## config.mk

```make
export PLATFORM = sky130hd
export DESIGN_NAME = instr_encoder
export DESIGN_NICKNAME = d
export VERILOG_FILES = /design/src/rtl/instr_encoder_pkg.sv /design/src/rtl/instr_encoder_imm_pack.sv /design/src/rtl/instr_encoder.sv
export SDC_FILE = /design/constraint.sdc
export NUM_CORES = 1
export LEC_CHECK = 0
export BUFFER_PORTS_ARGS = -buffer_cell sky130_fd_sc_hd__buf_2
export CORE_UTILIZATION = 50
export DETAILED_ROUTE_END_ITERATION = 8
export GPL_TIMING_DRIVEN = 0
export PLACE_DENSITY = 0.81
export SLEW_MARGIN = 20
export SYNTH_ARGS = -nofsm -noshare
export SYNTH_HDL_FRONTEND = slang
export SYNTH_SLANG_ARGS = --single-unit
```

## constraint.sdc

```tcl
create_clock -name clk -period 4.05 [get_ports clk]
set_clock_uncertainty 0.1 [all_clocks]
set_input_delay 0.2025 -clock clk [delete_from_list [all_inputs] [get_ports clk]]
set_output_delay 0.2025 -clock clk [all_outputs]
set_load 0.05 [all_outputs]
```

## src/rtl/instr_encoder_pkg.sv

```systemverilog
// Shared types for the instruction encoder: request kinds, RV32 opcodes,
// FSM states and a signed-range helper used by the immediate packer.
package instr_encoder_pkg;

    typedef enum logic [2:0] {
        K_R      = 3'd0,
        K_IARITH = 3'd1,
        K_LOAD   = 3'd2,
        K_S      = 3'd3,
        K_B      = 3'd4,
        K_JAL    = 3'd5,
        K_LUI    = 3'd6,
        K_ILL    = 3'd7
    } kind_e;

    localparam logic [6:0] OP_R    = 7'b0110011;
    localparam logic [6:0] OP_I    = 7'b0010011;
    localparam logic [6:0] OP_LOAD = 7'b0000011;
    localparam logic [6:0] OP_S    = 7'b0100011;
    localparam logic [6:0] OP_B    = 7'b1100011;
    localparam logic [6:0] OP_JAL  = 7'b1101111;
    localparam logic [6:0] OP_LUI  = 7'b0110111;

    typedef enum logic [1:0] {
        S_IDLE = 2'd0,
        S_LOAD = 2'd1,
        S_DONE = 2'd2,
        S_ERR  = 2'd3
    } state_e;

    // True when v is representable as a signed value whose sign bit is bit msb.
    function automatic logic fits_signed(input logic [31:0] v, input int msb);
        logic [31:0] sh;
        sh = 32'($signed(v) >>> msb);
        return (sh == 32'h0000_0000) || (sh == 32'hFFFF_FFFF);
    endfunction

endpackage

```

## src/rtl/instr_encoder_imm_pack.sv

```systemverilog
// Combinational packer: builds the 32-bit RV32 instruction word for a request
// and flags whether the request is encodable.
module instr_encoder_imm_pack
    import instr_encoder_pkg::*;
(
    input  kind_e       kind_i,
    input  logic [2:0]  funct3_i,
    input  logic        funct7b5_i,
    input  logic [4:0]  rd_i,
    input  logic [4:0]  rs1_i,
    input  logic [4:0]  rs2_i,
    input  logic [31:0] imm_i,
    output logic [31:0] word_o,
    output logic        legal_o
);

    // Field placement per instruction class plus immediate range checks.
    always_comb begin
        word_o  = 32'h0000_0000;
        legal_o = 1'b0;
        case (kind_i)
            K_R: begin
                word_o  = {1'b0, funct7b5_i, 5'b00000, rs2_i, rs1_i, funct3_i, rd_i, OP_R};
                legal_o = 1'b1;
            end
            K_IARITH: begin
                // Shift-right forms carry funct7b5 in place of the upper immediate bits.
                if (funct3_i == 3'd5) begin
                    word_o = {1'b0, funct7b5_i, 5'b00000, imm_i[4:0], rs1_i, funct3_i, rd_i, OP_I};
                end else begin
                    word_o = {imm_i[11:0], rs1_i, funct3_i, rd_i, OP_I};
                end
                legal_o = fits_signed(imm_i, 11);
            end
            K_LOAD: begin
                word_o  = {imm_i[11:0], rs1_i, funct3_i, rd_i, OP_LOAD};
                legal_o = fits_signed(imm_i, 11);
            end
            K_S: begin
                word_o  = {imm_i[11:5], rs2_i, rs1_i, funct3_i, imm_i[4:0], OP_S};
                legal_o = fits_signed(imm_i, 11);
            end
            K_B: begin
                word_o  = {imm_i[12], imm_i[10:5], rs2_i, rs1_i, funct3_i,
                           imm_i[4:1], imm_i[11], OP_B};
                legal_o = fits_signed(imm_i, 12) && !imm_i[0];
            end
            K_JAL: begin
                word_o  = {imm_i[20], imm_i[10:1], imm_i[11], imm_i[19:12], rd_i, OP_JAL};
                legal_o = fits_signed(imm_i, 20) && !imm_i[0];
            end
            K_LUI: begin
                word_o  = {imm_i[31:12], rd_i, OP_LUI};
                legal_o = (imm_i[11:0] == 12'h000);
            end
            default: begin
                word_o  = 32'h0000_0000;
                legal_o = 1'b0;
            end
        endcase
    end

endmodule

```

## src/rtl/instr_encoder.sv

```systemverilog
// Instruction loader: accepts encode requests during a session and writes the
// packed words to consecutive instruction-memory addresses starting at 0.
module instr_encoder
    import instr_encoder_pkg::*;
#(
    parameter int DEPTH = 64,
    parameter int AW    = $clog2(DEPTH)
) (
    input  logic          clk,
    input  logic          reset,
    input  logic          start,
    input  logic          finish,
    input  logic          req_valid,
    output logic          req_ready,
    input  logic [2:0]    kind,
    input  logic [2:0]    funct3,
    input  logic          funct7b5,
    input  logic [4:0]    rd,
    input  logic [4:0]    rs1,
    input  logic [4:0]    rs2,
    input  logic [31:0]   imm,
    output logic          mem_we,
    output logic [AW-1:0] mem_addr,
    output logic [31:0]   mem_wdata,
    output logic [AW:0]   count,
    output logic          done,
    output logic          err
);

    localparam logic [AW:0] DEPTH_C = (AW+1)'(DEPTH);

    state_e        state_q;
    logic [AW:0]   count_q;
    logic          we_q;
    logic [AW-1:0] addr_q;
    logic [31:0]   wdata_q;
    logic          err_q;
    logic [31:0]   word_s;
    logic          legal_s;

    instr_encoder_imm_pack u_imm_pack (
        .kind_i     (kind_e'(kind)),
        .funct3_i   (funct3),
        .funct7b5_i (funct7b5),
        .rd_i       (rd),
        .rs1_i      (rs1),
        .rs2_i      (rs2),
        .imm_i      (imm),
        .word_o     (word_s),
        .legal_o    (legal_s)
    );

    assign req_ready = (state_q == S_LOAD) && (count_q < DEPTH_C) && !start && !finish;

    // Session FSM with the memory write port and counters registered alongside.
    always_ff @(posedge clk) begin
        if (reset) begin
            state_q <= S_IDLE;
            count_q <= '0;
            we_q    <= 1'b0;
            addr_q  <= '0;
            wdata_q <= 32'h0000_0000;
            err_q   <= 1'b0;
        end else begin
            we_q <= 1'b0;
            case (state_q)
                S_LOAD: begin
                    if (start) begin
                        count_q <= '0;
                    end else if (finish) begin
                        state_q <= S_DONE;
                    end else if (req_valid && req_ready) begin
                        if (legal_s) begin
                            we_q    <= 1'b1;
                            addr_q  <= count_q[AW-1:0];
                            wdata_q <= word_s;
                            count_q <= count_q + (AW+1)'(1);
                        end else begin
                            err_q   <= 1'b1;
                            state_q <= S_ERR;
                        end
                    end
                end
                S_IDLE, S_DONE, S_ERR: begin
                    if (start) begin
                        state_q <= S_LOAD;
                        count_q <= '0;
                        err_q   <= 1'b0;
                    end
                end
                default: begin
                    state_q <= S_IDLE;
                end
            endcase
        end
    end

    assign mem_we    = we_q;
    assign mem_addr  = addr_q;
    assign mem_wdata = wdata_q;
    assign count     = count_q;
    assign done      = (state_q == S_DONE);
    assign err       = err_q;

endmodule

```

### Word-level counts from Yosys, hierarchy flattened

Index checks and enable logic that the tools add are counted.

* $add $sub $neg: 1
* order comparisons: 1
* equal/unequal tests: 23
* muxes and demuxes: 22
* bitwise operators: 4
* reductions and logical operators: 25

Operators with widths (count)
* $pmux W32 S7: 1
* $eq A32 B32 Y1 const B: 3
* $logic_not A32 Y1: 3
* $mux W7: 5
* $mux W32: 1
* $pmux W7 S2: 1
* $eq A3 B3 Y1 const B: 4
* $logic_not A12 Y1: 1
* $mux W2: 5
* $reduce_and A5 Y1: 2
* $ne A3 B3 Y1 const B: 3
* $ne A2 B2 Y1 const B: 4
* $reduce_and A4 Y1: 2
* $add A7 B1 Y7 const B: 1
* $lt A7 B7 Y1 const B: 1
* $eq A3 B2 Y1 const B: 2
* $logic_and A1 B1 Y1: 6
* $mux W1: 6
* $ne A3 B2 Y1 const B: 2
* $reduce_or A3 Y1: 2
* $pmux W1 S5: 1
* $reduce_or A5 Y1: 1
* $eq A2 B2 Y1 const B: 2
* $not A1 Y1: 4
* 9 further kinds: 13

* flip-flop bits (word level): 49
* input bits: 59
* output and inout port bits: 49

### Depth between registers and ports, before layout

Gate-level depths: netlist of the first run.

* word-level depth: 9
* mapped depth: 10
* mapped depth without buffers: 8

### Modules after synthesis

Synthesis of the first run repeated with hierarchy kept, for this count alone.

* cell total of the unflattened synthesis: 424
* area total of the unflattened synthesis: 3089.2 sq um

Modules (own cells, without submodules)
* instr_encoder: instances 1, cells an instance 238, area an instance 2001.9 sq um, sequential area each 980.9 sq um
* instr_encoder_imm_pack: instances 1, cells an instance 186, area an instance 1087.3 sq um, sequential area each 0.0 sq um

### Worst setup path before layout of the first run

OpenSTA, ideal clock, no wires.

* path type: reg2reg
* from: register state_q[1]
* to: register wdata_q[17] (netlist: mem_wdata[17])
* setup time: 0.086 ns
* data arrival time: 2.736 ns
* data required time: 3.864 ns
* setup slack: 1.129 ns
* cell stages (with the launch flop): 11
* buffers on the path: 2
* path through: dfxtp_1 > nand2b_1 > inv_1 > nand2_1 > nor3_1 > and2_1 > o21a_1 > buf_4 > buf_4 > nor2_1 > a211oi_1

* word-level cells in the longest chain between the ends: 6

RTL lines
* start: declaration: RTL line instr_encoder.sv:32 `state_e state_q;`
* start signal: assignment: RTL line instr_encoder.sv:58 `state_q <= S_IDLE;`
* start signal: assignment: RTL line instr_encoder.sv:71 `state_q <= S_DONE;`
* start signal: assignment: RTL line instr_encoder.sv:80 `state_q <= S_ERR;`
* $eq A2 B1 Y1: RTL line instr_encoder.sv:53 `assign req_ready = (state_q == S_LOAD) && (count_q < DEPTH_C) && !start && !finish;`
* $logic_and A1 B1 Y1 (3 in series): RTL line instr_encoder.sv:53
* named net req_ready: RTL line instr_encoder.sv:14 `output logic req_ready,`
* $logic_and A1 B1 Y1: RTL line instr_encoder.sv:72 `end else if (req_valid && req_ready) begin`
* $reduce_and A5 Y1 (no line)
* end signal: assignment: RTL line instr_encoder.sv:76 `wdata_q <= word_s;`
* end: declaration: RTL line instr_encoder.sv:36 `logic [31:0] wdata_q;`

The timed path passes the listed nets, and every way through them passes these cells.
A chain may end at the register's enable or synchronous reset.

### Final worst setup path of the first run

* from: register state_q[0]
* to: register count_q[5] (netlist: count[5])

* word-level cells in the longest chain between the ends: 7
* elaborated cells on any way between the ends: 15
* those cells by class: eq/ne (7); mux (1); reduce/logical (7)

RTL lines
* $eq A2 B1 Y1: RTL line instr_encoder.sv:53, instr_encoder.sv:66
* $logic_and A1 B1 Y1 (3 in series): RTL line instr_encoder.sv:53
* $logic_and A1 B1 Y1: RTL line instr_encoder.sv:72
* $ne A3 B2 Y1 (no line)
* $reduce_and A4 Y1 (no line)
* end signal: assignment: RTL line instr_encoder.sv:77 `count_q <= count_q + (AW+1)'(1);`
* end: declaration: RTL line instr_encoder.sv:33 `logic [AW:0] count_q;`

Parallel ways exist; a longest one is shown, timed or not.

==> summary.md, run 1 <==
| Metric | Value |
|---|---|
| Count of final hold-check violations | `0` |
| Placer's final routability congestion estimate | `0.938` |
| Nets | `547` |
| Ports placed on the boundary | `108` |
| Worst hold-check path type | `input port to flop` |
| Gates resized, CTS repair | `0` |
| Clock latency on the worst-skew pair | `0.30 ns` |
| R2R Path Start | `state_q[0]$_SDFFE_PP0P_` |
| VDD IR-drop max | `0.191 mV` |
| Net switching power of the design | `0.292 mW` |
| Clk network pwr share | `0.299` |
| Number of remaining DRC errors | `0` |
| Detailed-routing iteration count for the pre-antenna-repair pass | `5` |
| Cells after Synth | `372` |
| Synthesized net count | `435` |
| Required time of the critical path | `4.18 ns` |
| Post-layout worst setup margin | `1.67 ns` |
| Y dimension of the die | `78.1 µm` |
| Post-CTS repair timing setup buffer count | `0` |
| Antenna violations before repair | `0` |
| Aggregate global routing overflow | `0` |
| Area grow syn2layout | `24.4%` |
| Capture instance of the worst register-to-register path | `count[5]$_SDFFE_PP0P_` |
| Pin count of the biggest net entering global routing | `15` |
| Portion of the post-synthesis area used by sequential elements | `0.331` |
| Cell Count, Final, Fillers Out | `556` |
| Most common cell after layout, fill and taps aside | `buf_2` |
| TritonCTS clock tree | `done` |
| Clock transition at path regs | `0.09 ns` |
| Root buf cell | `clkbuf_8` |
| Most frequent cells in the layout | `buf_2 (108), dfxtp_1 (48), nand2_1 (47), nor2_1 (47), a21oi_1 (40)` |
| Min cycle time layout | `2.38 ns` |
| Setup-violating endpoint count in the final report | `0` |
| Static Leakage | `1.47 nW` |
| Number of antenna-violating nets in the routed design | `0` |
| Prevailing post-synth register cell | `dfxtp_1` |
| Setup slack of the worst register-to-register path | `1.67 ns` |
| Quantity of hold-fixing buffers added after cts | `0` |
| DRT Wirelength | `8950 µm` |
| Status | `finished, final reports clean` |
| Horizontal die dimension | `78.1 µm` |
| Placeable core region | `5540 µm²` |
| Number of buffers created by CTS | `5` |
| H-Tree Depth | `2` |
| Proportion of power drawn by flip-flops and latches | `0.488` |
| Via total after detailed routing | `3387` |
| Switching power share of the total | `0.297` |
| Count of yosys warnings during synthesis | `0` |
| Filler instances | `498` |
| Fraction of final layout cells sized beyond drive strength 1 | `0.287` |
| Unrepaired setup endpoints after global routing | `false` |
| Initial core utilization | `0.523` |
| Post-synthesis instance area | `2900 µm²` |
| Final max-slew violation count | `0` |
| Mean Syn Cell Area | `7.79 µm²` |
| Setup TNS | `0 ns` |
| Vias per Instance | `6.09` |
| Maximum fanout encountered on the critical timing path | `10` |
| Detail Placement HPWL | `6790 µm` |
| Startpoint type of the worst setup path | `flop` |
| Yosys reg bits | `48` |
| Number of cells in the design after placement | `549` |
| Internal Power | `0.692 mW` |
| Routed wire per std cell | `16.1 µm` |
| Total routing usage reported by global routing | `0.296` |
| Number of maximum-capacitance violations | `0` |
| Vias in the first global route | `2971` |
| Std cell rows | `27` |
| Power Density | `273 nW/µm²` |
| Terminating pin of the worst hold path | `state_q[0]$_SDFFE_PP0P_` |
| Number of antenna repair diodes | `0` |
| CP Capture Type | `flop` |
| I/O Buffers | `105` |
| Num Clock Sinks | `48` |
| Starting DRT DRC Count | `235` |
| Fraction of registers with async set or reset after synthesis | `0` |
| Worst Hold Depth | `2` |
| Worst R2R Path Depth | `7` |
| Number of distinct library cell variants in the gate-level netlist after synthesis | `48` |
| Worst hold path startpoint | `finish` |
| Die area | `6110 µm²` |
| Worst setup slack after placement | `1.64 ns` |
| Actual transition at the worst max-transition pin | `0.640 ns` |
| Power Total | `0.985 mW` |
| Fmax | `0.419 GHz` |
| Relative slew slack | `0.574` |
| Maximum clock insertion buffer count | `2` |
| Part of the power in combinational logic | `0.213` |
| Arrival time worst endpoint | `2.52 ns` |
| Global-route wire length before repair | `14300 µm` |
| Number of synthesized flops with an enable pin | `0` |
| Fraction of the cycle the final worst path needs | `0.589` |
| Setup Crit Path Kind | `flop to flop` |
==> through the flow <==
step	utilization	instance area (µm²)	hold WS, ns
after global routing	0.651	3610	0.0839
after global placement	0.634	3510	0.343
final	0.651	3610	0.0743
after detailed placement	0.634	3510	0.343
after floorplan	-	2900	0.211
after CTS	0.651	3610	0.0594
==> cell families (layout without fill, tap and decap cells) <==
logic type,count (synthesis),count (layout),synth area share
AO/OA/AOI/OAI,108,108,0.257
AND/OR/NAND/NOR,171,171,0.294
flip-flops,48,48,0.331
multiplexers,11,11,0.0397
adder cells (fa/ha/maj),4,4,0.0173
buffers and inverters,30,142,0.0600
==> per-layer routing <==
metal,routed length (µm),global-route usage,vias up,part of all wire
met5,0,0,-,0
met4,146,0.0963,0,0.016
met3,829,0.0419,17,0.093
met2,4240,0.485,211,0.47
met1,3740,0.400,1562,0.42
li1,-,-,1597,-
==> registers in the layout (all words and copies together), names as in the netlist <==
name	cells
mem_addr	6
err	1
mem_wdata	31
count	7
state_q	2
mem_we	1
==> power groups by stage <==
stage	Combinational, mW	Clock [mW]	Sequential [mW]
after floorplan	0.123	0	0.498
after global placement	0.202	0	0.491
after detailed placement	0.204	0	0.491
after CTS	0.205	0.301	0.480
after global routing	0.227	0.320	0.481
final	0.209	0.295	0.480
==> Yosys cell counts, drive strengths merged (2+ instances only) <==
| library cell | n | area, µm² |
|---|---|---|
| nor2 | 49 | 194 |
| dfxtp | 48 | 961 |
| nand2 | 47 | 176 |
| a21oi | 40 | 200 |
| nor2b | 21 | 131 |
| clkbuf | 18 | 97.6 |
| nor3 | 18 | 100 |
| a211oi | 16 | 120 |
| a221oi | 14 | 129 |
| o211ai | 11 | 82.6 |
| a31oi | 8 | 50.1 |
| buf | 7 | 45.0 |
| mux2i | 7 | 70.1 |
| nand3 | 7 | 35.0 |
| o21ai | 6 | 33.8 |
| nand2b | 5 | 31.3 |
| nand4 | 5 | 31.3 |
| nor4 | 5 | 31.3 |
| a311oi | 4 | 35.0 |
| ha | 4 | 50.1 |
| inv | 4 | 22.5 |
| mux2 | 4 | 45.0 |
| or4 | 4 | 33.8 |
| a32oi | 3 | 26.3 |
| and2 | 2 | 12.5 |
| nand3b | 2 | 15.0 |
| nor3b | 2 | 26.3 |
| o221ai | 2 | 35.0 |
==> how the worst max path moves through the flow <==
stage | endpoint | depth (start not counted) | slack [ns] | startpoint
2_1_floorplan | mem_wdata[17]$_SDFFE_PP0P_ | 10 | 1.13 | state_q[1]$_SDFFE_PP0P_
3_3_place_gp | mem_wdata[10]$_SDFFE_PP0P_ | 10 | 1.70 | imm[19]
3_5_place_dp | count[4]$_SDFFE_PP0P_ | 8 | 1.64 | imm[19]
4_1_cts | count[4]$_SDFFE_PP0P_ | 6 | 1.65 | state_q[0]$_SDFFE_PP0P_
5_1_grt | count[5]$_SDFFE_PP0P_ | 7 | 1.49 | state_q[0]$_SDFFE_PP0P_
6_report | count[5]$_SDFFE_PP0P_ | 7 | 1.67 | state_q[0]$_SDFFE_PP0P_
==> layout make-up <==
type                       count  area, µm²  share of cell area
buffer                        26        151              0.0420
clock buffer                   6       82.6              0.0229
clock inverter                 1       8.76             0.00243
inverter                       4       22.5             0.00625
multi-input combinational    294       1760               0.489
sequential                    48        961               0.266
tap                           72       90.1              0.0250
timing repair buffer         105        526               0.146
==> critical path, cell delays in order, from the launching register on <==
cell,delay (ns)
dfxtp_1,0.38
nor3b_4,0.42
nand3b_1,0.18
a221oi_2,0.33
nand2_1,0.19
nor2_1,0.12
or4b_1,0.44
a31oi_1,0.16
(Power assumes the default switching activity.)
==> run 2, diff against run 1 <==
--- a/config.mk
+++ b/config.mk
@@ -5,11 +5,12 @@
 export SDC_FILE = /design/constraint.sdc
 export NUM_CORES = 1
 export LEC_CHECK = 0
+export ABC_AREA = 1
 export BUFFER_PORTS_ARGS = -buffer_cell sky130_fd_sc_hd__buf_2
 export CORE_UTILIZATION = 50
 export DETAILED_ROUTE_END_ITERATION = 8
 export GPL_TIMING_DRIVEN = 0
-export PLACE_DENSITY = 0.81
+export PLACE_DENSITY = 0.8
 export SLEW_MARGIN = 20
 export SYNTH_ARGS = -nofsm -noshare
 export SYNTH_HDL_FRONTEND = slang
==> constraint.sdc (replaced) <==
create_clock -name clk -period 2.2 [get_ports clk]
set_clock_uncertainty 0.1 [all_clocks]
set_input_delay 0.11 -clock clk [delete_from_list [all_inputs] [get_ports clk]]
set_output_delay 0.11 -clock clk [all_outputs]
set_load 0.05 [all_outputs]
==> summary.md, run 2 <==
| Metric | Value |
|---|---|
| Largest area contributor in the synthesized netlist | `dfxtp_1` |
| Required time of the critical path | `2.34 ns (-1.84 ns)` |
| Part of the power in combinational logic | `0.317 (+0.104)` |
| Horizontal die dimension | `79.4 µm (+1.6%)` |
| Pin count of the biggest net entering global routing | `16 (+1)` |
| Number of antenna repair diodes | `0 (unchanged)` |
| Number of maximum-capacitance violations | `0 (unchanged)` |
| Detailed-routing iteration count for the pre-antenna-repair pass | `4 (-1)` |
| Antenna violations before repair | `0 (unchanged)` |
| Clock transition at path regs | `0.09 ns (about the same)` |
| Most used standard cells in the synthesized netlist | `nor2_1 (123), nand2_1 (111), dfxtp_1 (48)` |
| Top-area cell type share of the netlist area | `0.321 (-0.0107)` |
| Cell Count, Final, Fillers Out | `668 (+20%)` |
| Maximum clock insertion buffer count | `2 (unchanged)` |
| Post-synthesis instance area | `3000 µm² (+3.3%)` |
| Root buf cell | `clkbuf_8` |
| Vias in the first global route | `3071 (+3.4%)` |
| I/O Buffers | `105 (unchanged)` |
| Number of buffers created by CTS | `5 (unchanged)` |
| Arrival time worst endpoint | `2.12 ns (-0.40 ns)` |
| Buf+Inv Stages, Crit Path | `3 (+3)` |
| Fraction of final layout cells sized beyond drive strength 1 | `0.232 (-0.0556)` |
| Number of distinct library cell variants in the gate-level netlist after synthesis | `35 (-27%)` |
| Terminating pin of the worst hold path | `mem_wdata[7]$_SDFFE_PP0P_` |
| Cells after Synth | `482 (+30%)` |
| TritonCTS clock tree | `done` |
| R2R Path Start | `state_q[0]$_SDFFE_PP0P_` |
| Net switching power of the design | `0.841 mW (+190%)` |
| Worst hold-check path type | `input port to flop` |
| Setup TNS | `0 ns (unchanged)` |
| Post-Route Utilization | `0.661 (+0.00982)` |
| Starting DRT DRC Count | `192 (-18%)` |
| Worst R2R Path Depth | `11 (+4)` |
| Num Clock Sinks | `48 (unchanged)` |
| Yosys reg bits | `48 (unchanged)` |
| Min cycle time layout | `1.98 ns (-0.403 ns)` |
| Relative slew slack | `0.564 (-0.00905)` |
| Fmax | `0.505 GHz (+20%)` |
| Capture instance of the worst register-to-register path | `state_q[1]$_SDFFE_PP0P_` |
| Global-route wire length before repair | `13600 µm (-5.0%)` |
| Std cell rows | `27 (unchanged)` |
| Vias per Instance | `5.09 (-16%)` |
| Area grow syn2layout | `24.4% (about the same)` |
| Actual transition at the worst max-transition pin | `0.646 ns (+0.00674 ns)` |
| Worst Hold Depth | `5 (+3)` |
| Fraction of registers with async set or reset after synthesis | `0 (unchanged)` |
| Initial core utilization | `0.531 (+0.00768)` |
| Placeable core region | `5640 µm² (+1.8%)` |
| Most common cell after layout, fill and taps aside | `nor2_1` |
| Portion of the post-synthesis area used by sequential elements | `0.321 (-0.0107)` |
| H-Tree Depth | `2 (unchanged)` |
| Number of antenna-violating nets in the routed design | `0 (unchanged)` |
| Crit path max-delay family | `simple AND/OR/NAND/NOR gates` |
| Worst hold path startpoint | `rd[0]` |
| Internal Power | `1.39 mW (+100%)` |
| Die area | `6300 µm² (+3.2%)` |
| Proportion of power drawn by flip-flops and latches | `0.431 (-0.057)` |
| Status | `finished, final reports clean` |
| Number of remaining DRC errors | `0 (unchanged)` |
| Most frequent cells in the layout | `nor2_1 (123), nand2_1 (111), buf_2 (108)` |
| Total routing usage reported by global routing | `0.273 (-0.0232)` |
| Setup-violating endpoint count in the final report | `0 (unchanged)` |
| Power Density | `598 nW/µm² (+120%)` |
| Maximum fanout encountered on the critical timing path | `10 (unchanged)` |
| Count of final hold-check violations | `0 (unchanged)` |
| Via total after detailed routing | `3399 (+0.35%)` |
| Number of cells in the design after placement | `659 (+20%)` |
| Unrepaired setup endpoints after global routing | `false` |
| Clk network pwr share | `0.252 (-0.047)` |
| Switching power share of the total | `0.378 (+0.0807)` |
| Fraction of the cycle the final worst path needs | `0.901 (+0.312)` |
| Startpoint type of the worst setup path | `flop` |
| Setup Crit Path Kind | `flop to flop` |
| List of cells traversed by the critical path | `inv_1, nor2_4, nand2_1, nor3_4, nand2_1, inv_1, buf_2, nand4_1, nand2_1, nand2_1, a21oi_1` |
| Aggregate global routing overflow | `0 (unchanged)` |
| VDD IR-drop max | `0.327 mV (+71%)` |
| Max reg flops | `31 (unchanged)` |
| Routed wire per std cell | `12.3 µm (-24%)` |
| Count of yosys warnings during synthesis | `0 (unchanged)` |
| DRT Wirelength | `8220 µm (-8.1%)` |
| Number of synthesized flops with an enable pin | `0 (unchanged)` |
| Nets | `658 (+20%)` |
| Most Frequent Cell on Critical Path | `nand2_1` |
| Static Leakage | `1.91 nW (+30%)` |
| Critical-path top delay cell | `dfxtp_1` |
| Post-CTS repair timing setup buffer count | `0 (unchanged)` |
| Largest stage delay on the critical path | `0.34 ns (-0.10 ns)` |
| Ports placed on the boundary | `108 (unchanged)` |
| Mean Syn Cell Area | `6.21 µm² (-20%)` |
| Cell types occupying the most area after synthesis | `dfxtp_1 (32%), nor2_1 (15%), nand2_1 (14%)` |
| Clock latency on the worst-skew pair | `0.30 ns (about the same)` |
| Prevailing post-synth register cell | `dfxtp_1` |
| Synthesized net count | `545 (+25%)` |
| Most used standard cell by instance count after synthesis | `nor2_1` |
| Placer's final routability congestion estimate | `0.946 (+0.91%)` |
| Setup slack of the worst register-to-register path | `0.22 ns (-1.45 ns)` |
| Final max-slew violation count | `0 (unchanged)` |
| CP Capture Type | `flop` |
| Y dimension of the die | `79.4 µm (+1.6%)` |
| Detail Placement HPWL | `6570 µm (-3.3%)` |
==> run 2: how the worst max path moves through the flow <==
stage                                 start                      end  slack, ns  cells past startpoint
global placement    state_q[0]$_SDFFE_PP0P_  state_q[1]$_SDFFE_PP0P_       0.32                     11
floorplan           state_q[0]$_SDFFE_PP0P_  state_q[0]$_SDFFE_PP0P_       0.17                     11
detailed placement  state_q[0]$_SDFFE_PP0P_  state_q[1]$_SDFFE_PP0P_       0.24                     11
CTS                 state_q[0]$_SDFFE_PP0P_  state_q[1]$_SDFFE_PP0P_       0.22                     11
global route        state_q[0]$_SDFFE_PP0P_  state_q[1]$_SDFFE_PP0P_      0.006                     11
finish              state_q[0]$_SDFFE_PP0P_  state_q[1]$_SDFFE_PP0P_       0.22                     11
==> run 2: worst register-to-register path: cells and delay by family (launching register included) <==
family | cells | cell delay [ns]
compound gates | 1 | 0.13
buf+inv | 3 | 0.41
flops | 1 | 0.34
simple gates | 7 | 0.94
==> run 2: stage by stage <==
stage	power [mW]	instance area, µm²	hold slack, ns	setup slack (ns)
6_report	2.23	3730	0.0537	0.218
5_1_grt	2.37	3730	0.0590	0.00639
4_1_cts	2.23	3720	0.0529	0.217
3_5_place_dp	1.67	3620	0.242	0.238
3_3_place_gp	1.66	3620	0.241	0.324
2_1_floorplan	1.47	3000	0.0940	0.170
==> run 2: repair_timing <==
action / in CTS / in global routing
hold buffers: 1 / 0
resized for setup: 0 / 1
setup endpoints to repair: 0 / 3
endpoints found under the hold margin: 2 / 0
==> run 2: per-layer routing <==
metal | routed length [µm] | vias to the layer above | global-route usage | share of wire
li1 | - | 1771 | - | -
met1 | 3720 | 1492 | 0.351 | 0.45
met2 | 3800 | 118 | 0.447 | 0.46
met3 | 536 | 18 | 0.0560 | 0.065
met4 | 165 | 0 | 0.105 | 0.020
met5 | 0 | - | 0 | 0
==> run 2: area by class of cell <==
type                            count  area [µm²]
Multi-Input combinational cell    369        1740
Clock buffer                        6        82.6
Fill cell                         548        1910
Clock inverter                      2        13.8
Buffer                             19         128
Sequential cell                    48         961
Tap cell                           72        90.1
Inverter                           46         173
Timing Repair Buffer              106         536
==> run 2: power groups by stage <==
stage	clock network (mW)	logic, mW	registers [mW]
2_1_floorplan	0	0.381	1.09
3_3_place_gp	0	0.679	0.978
3_5_place_dp	0	0.692	0.981
4_1_cts	0.575	0.697	0.960
5_1_grt	0.615	0.792	0.967
6_report	0.563	0.705	0.960
==> run 2: logic make-up after synthesis <==
group                      share of synthesized area
xor gates and xnor gates                     0.00877
DFF                                            0.321
adders and majority gates                     0.0167
buffers and inverters                          0.100
AOI/OAI and AO/OA                              0.171
and+or+nand+nor                                0.382
